$ cat src/rtl/sc_schedule_gen.sv
// Step sequencer for a semi-parallel SC decoder: walks (stage, bit, f/g) tree nodes,
// folding each stage over 2**max(s-p,0) sub-cycles, one node step per non-held clock.
module sc_schedule_gen #(
  parameter int n = 3,
  parameter int p = 1,
  localparam int SW = $clog2(n),
  localparam int CW = ((n - 1 - p) > 1) ? (n - 1 - p) : 1
) (
  input  logic          clk,
  input  logic          rst_n,
  input  logic          start,
  input  logic          hold,
  output logic [SW-1:0] stage_index,
  output logic [n-1:0]  bit_index,
  output logic          op_g,
  output logic [CW-1:0] pe_cnt,
  output logic          sched_valid,
  output logic          last_step,
  output logic          busy
);

  typedef enum logic {IDLE, RUN} state_t;

  localparam logic [SW-1:0] S_TOP  = SW'(n - 1);
  localparam logic [n-1:0]  B_LAST = {n{1'b1}};

  state_t        state, state_nx;
  logic [SW-1:0] stage_nx;
  logic [n-1:0]  bit_nx;
  logic          op_nx;
  logic [CW-1:0] pe_nx;

  logic [n-1:0]  bit_inc;
  logic [SW-1:0] s0_next;
  logic [CW-1:0] pe_max;
  logic          run_step;
  logic          at_last;

  // Start stage of the next bit: trailing-zero count of its index.
  function automatic logic [SW-1:0] ctz(input logic [n-1:0] v);
    logic [SW-1:0] r;
    r = '0;
    for (int k = n - 1; k >= 0; k--)
      if (v[k]) r = SW'(k);
    return r;
  endfunction

  function automatic logic [CW-1:0] fold_last(input logic [SW-1:0] s);
    int sh;
    sh = (int'(s) > p) ? (int'(s) - p) : 0;
    return CW'((1 << sh) - 1);
  endfunction

  always_comb begin
    bit_inc  = bit_index + n'(1);
    s0_next  = ctz(bit_inc);
    pe_max   = fold_last(stage_index);
    run_step = (state == RUN) && !hold;
    at_last  = run_step && (stage_index == '0) && (bit_index == B_LAST) && (pe_cnt == '0);
  end

  assign sched_valid = run_step;
  assign last_step   = at_last;
  assign busy        = (state == RUN);

  always_comb begin
    state_nx = state;
    stage_nx = stage_index;
    bit_nx   = bit_index;
    op_nx    = op_g;
    pe_nx    = pe_cnt;
    case (state)
      IDLE: begin
        if (start) state_nx = RUN;
      end
      RUN: begin
        if (run_step) begin
          if (at_last) begin
            // A start on the final executed step chains straight into a new frame.
            state_nx = start ? RUN : IDLE;
            stage_nx = S_TOP;
            bit_nx   = '0;
            op_nx    = 1'b0;
            pe_nx    = '0;
          end else if (pe_cnt != pe_max) begin
            pe_nx = pe_cnt + CW'(1);
          end else begin
            pe_nx = '0;
            if (stage_index != '0) begin
              stage_nx = stage_index - SW'(1);
              op_nx    = 1'b0;
            end else begin
              bit_nx   = bit_inc;
              stage_nx = s0_next;
              op_nx    = 1'b1;
            end
          end
        end
      end
      default: state_nx = IDLE;
    endcase
  end

  always_ff @(posedge clk or negedge rst_n) begin
    if (!rst_n) begin
      state       <= IDLE;
      stage_index <= S_TOP;
      bit_index   <= '0;
      op_g        <= 1'b0;
      pe_cnt      <= '0;
    end else begin
      state       <= state_nx;
      stage_index <= stage_nx;
      bit_index   <= bit_nx;
      op_g        <= op_nx;
      pe_cnt      <= pe_nx;
    end
  end

endmodule

$ cat config.mk
export PLATFORM = sky130hd
export DESIGN_NAME = sc_schedule_gen
export DESIGN_NICKNAME = d
export VERILOG_FILES = /design/src/rtl/sc_schedule_gen.sv
export SDC_FILE = /design/constraint.sdc
export NUM_CORES = 1
export LEC_CHECK = 0
export BUFFER_PORTS_ARGS = -buffer_cell sky130_fd_sc_hd__buf_2
export CORE_AREA = 2 2 39 41
export CTS_BUF_LIST = sky130_fd_sc_hd__clkbuf_4 sky130_fd_sc_hd__clkbuf_8 sky130_fd_sc_hd__clkbuf_16
export DETAILED_ROUTE_END_ITERATION = 16
export DIE_AREA = 0 0 41 43
export GPL_TIMING_DRIVEN = 1
export MAX_ROUTING_LAYER = met4
export PLACE_DENSITY = 0.59
export SETUP_SLACK_MARGIN = 0.15
export SYNTH_ARGS = -nofsm -noshare
export SYNTH_HDL_FRONTEND = slang
export SYNTH_SLANG_ARGS = --single-unit
$ cat constraint.sdc
create_clock -name clk -period 1.7 [get_ports clk]
set_clock_uncertainty 0.05 [all_clocks]
set_input_delay 0.255 -clock clk [delete_from_list [all_inputs] [get_ports clk]]
set_output_delay 0.255 -clock clk [all_outputs]
set_load 0.01 [all_outputs]
==> impl_metrics.tcl <==
set metrics [dict create \
    core_um2 1380 \
    dr.pass1.iters 3 \
    ys_seq_elements 8 \
    via_per_inst 4.75 \
    timing.hold.worst.class "in -> reg" \
    clkTransAtPathRegs_ns 0.06 \
    dominantRegCellSynth "dfrtp_1" \
    slowest_delay_ns 0.38 \
    postRouteAntennaNets 0 \
    synthDistinctLibCells 22 \
    slew_viol_final 0 \
    ff2ff_path_depth 8 \
    diodes 0 \
    clockBufferDepth 2 \
    max_clock_freq_ghz 0.615 \
    critPathMaxFanout 2 \
    grt_max_degree 9 \
    synth-edff-count 0 \
    post_drt_wl_per_cell_um 11.9 \
    yosysMostFrequentCell "inv_1" \
    r2r_setup_slack_ns 0.12 \
    final_layout_size_suffix_gt1_share_pct 59.4 \
    r2r_end "busy$_DFF_PN0_" \
    tightest_slew_ns 0.253 \
    r2r_start "bit_index[1]$_DFFE_PN0P_" \
    final_nets 78 \
    grt_pass1_wl_mm 1.48 \
    drt_wl_total_mm 1.01 \
    vias 404 \
    dieArea_um2 1760 \
    finalHoldViolCount 0 \
    root_buffer "clkbuf_4" \
    synthArstFlopShare_pct 100 \
    gr-total-overflow 0 \
    setup-tns-final_ns 0 \
    drt_iter0_drc 1 \
    io_pins 14 \
    grtUsageTotal_pct 13.6 \
    cts_buffers 3 \
    worstPathRequired_ns 1.39 \
    worstPathCellList "ha_2, ha_4, nor2b_4, nand2_2, inv_2, buf_6" \
    drc 0 \
    ys_seq_area_share_pct 44.4 \
    hold_ws_ns 0.135 \
    critPathLaunch "bit_index[1]$_DFFE_PN0P_" \
    syn_area_um2 454 \
    ir_drop_v 0.000673 \
    start_util_pct 32.8 \
    io_buffers 13 \
    clk_latency_ns 0.25 \
    clock-sinks 8 \
    avgSynthCellArea_um2 10.6 \
    area_growth_pct 51.8 \
    ys_top_cells_by_area "dfrtp_1, ha_1, inv_1, dfstp_2, nor4b_4" \
    hold-path-cell-count 2 \
    status "completed" \
    cp_slowest_cell "dfrtp_1" \
    start_kind "flip-flop" \
    fill_cells 128 \
    h-tree-depth 1 \
    die_h_um 43 \
    setup_viol 0 \
    fp-row-count 14 \
    min_period_over_period_pct 95.6 \
    critical_path.endpoint_type "primary output" \
    yosys.area.top_type_share_pct 38.6 \
    holdPathEnd "busy$_DFF_PN0_" \
    leakage_uw 0.000358 \
    syn_inst 43 \
    hpwl_um 736 \
    worstHoldStart "start" \
    path_class "reg -> out" \
    place.gp.congestion 0.774 \
    syn-num-nets 51 \
    cap_violations 0 \
    die_w_um 41 \
    cellPowerDensity_nw_per_um2 1590 \
    worst-endpoint-arrival_ns 1.32 \
    min_period_ns 1.63 \
    rsz0062_at_grt "yes" \
    grt_pass1_vias 349 \
    max_slew_margin_pct 82.9 \
    synth_warnings 0 \
    cts_tree "yes" \
    antenna_found_initial 0 \
    synthTopCellsByCount "inv_1, dfrtp_1, ha_1, nand2_1" \
    synth_area_leader_cell "dfrtp_1" \
]
-- what timing repair did --
action / 4_1_cts / 5_1_grt
endpoints found under the hold margin: 7 / 0
endpoints found under the setup margin: 1 / 4
hold buffers: 1 / 0
cloned: 0 / 0
gates resized for setup: 8 / 3
buffers inserted: 7 / 1
pin swaps: 2 / 1
-- area by class of cell --
cell class | instances | area, µm² | share of cell area, %
Multi-Input combinational cell | 26 | 256 | 37.2
Clock buffer | 4 | 30.0 | 4.36
Timing Repair Buffer | 23 | 149 | 21.6
Sequential cell | 8 | 204 | 29.6
Tap cell | 16 | 20.0 | 2.90
Inverter | 8 | 30.0 | 4.36
-- layer usage --
layer  vias to the layer above  share of wire, %  GRT usage, %
met2                        13                51          20.3
met3                         2               4.7          6.28
li1                        201                 -             -
met4                         0               2.4          6.00
met1                       188                41          14.8
met5                         -                 0             -
-- worst max-delay path by stage --
| stage | to | cells past startpoint | slack, ns |
|---|---|---|---|
| detailed placement | stage_index[1]$_DFFE_PN1P_ | 4 | 0.17 |
| floorplan | stage_index[1]$_DFFE_PN1P_ | 5 | 0.14 |
| global placement | stage_index[1]$_DFFE_PN1P_ | 4 | 0.18 |
| global route | last_step | 6 | 0.03 |
| CTS | last_step | 6 | 0.06 |
| finish | last_step | 6 | 0.07 |
-- power breakdown --
part,internal (µW),switching (µW)
sequential,272,79.5
combinational,304,271
clock,106,64.8
total,682,415
-- worst max-delay path, delay by kind of cell (launching register included) --
family,cells,cell delay [ns]
fa+ha+maj,2,0.35
buf+inv,2,0.15
flops,1,0.38
simple gates,2,0.20
-- state kept, by name (all words and copies together) (netlist names) --
signal and cells:
bit_index 3, pe_cnt 1, stage_index 2, busy 1, op_g 1
-- placed cells by master (no fill, tap or decap), drive strengths merged --
| cell | instances |
|---|---|
| a21boi | 1 |
| or3 | 1 |
| dlygate4sd3 | 1 |
| ha | 4 |
| o311ai | 1 |
| nand2 | 3 |
| nor4b | 1 |
| a21o | 1 |
| o22ai | 2 |
| inv | 8 |
| dfrtp | 7 |
| a21oi | 1 |
| a22o | 1 |
| nand3 | 1 |
| clkbuf | 4 |
| nor2b | 1 |
| o21ai | 2 |
| dfstp | 1 |
| nor2 | 1 |
| nand4 | 1 |
| nand2b | 2 |
| mux2i | 2 |
| buf | 22 |
-- metrics by stage --
stage	instances	total power (µW)	worst slack [ns]	utilization, %	cell area, µm²
6_report	85	1100	0.0750	49.8	689
3_5_place_dp	72	806	0.170	39.2	543
5_1_grt	85	1180	0.0311	49.8	689
4_1_cts	84	1070	0.0562	48.2	667
2_1_floorplan	43	644	0.140	-	454
3_3_place_gp	72	798	0.179	39.2	543
-- cell families (layout without fill, tap and decap cells) --
family,after synthesis,in the layout,share of synthesized area [%]
muxes,2,2,4.41
buffers and inverters,9,35,7.44
adders and majority gates,4,4,11.0
and+or+nand+nor,11,11,18.2
AOI/OAI and AO/OA,9,9,14.6
DFF,8,8,44.4
No activity file was read; power rests on OpenSTA's default activity.
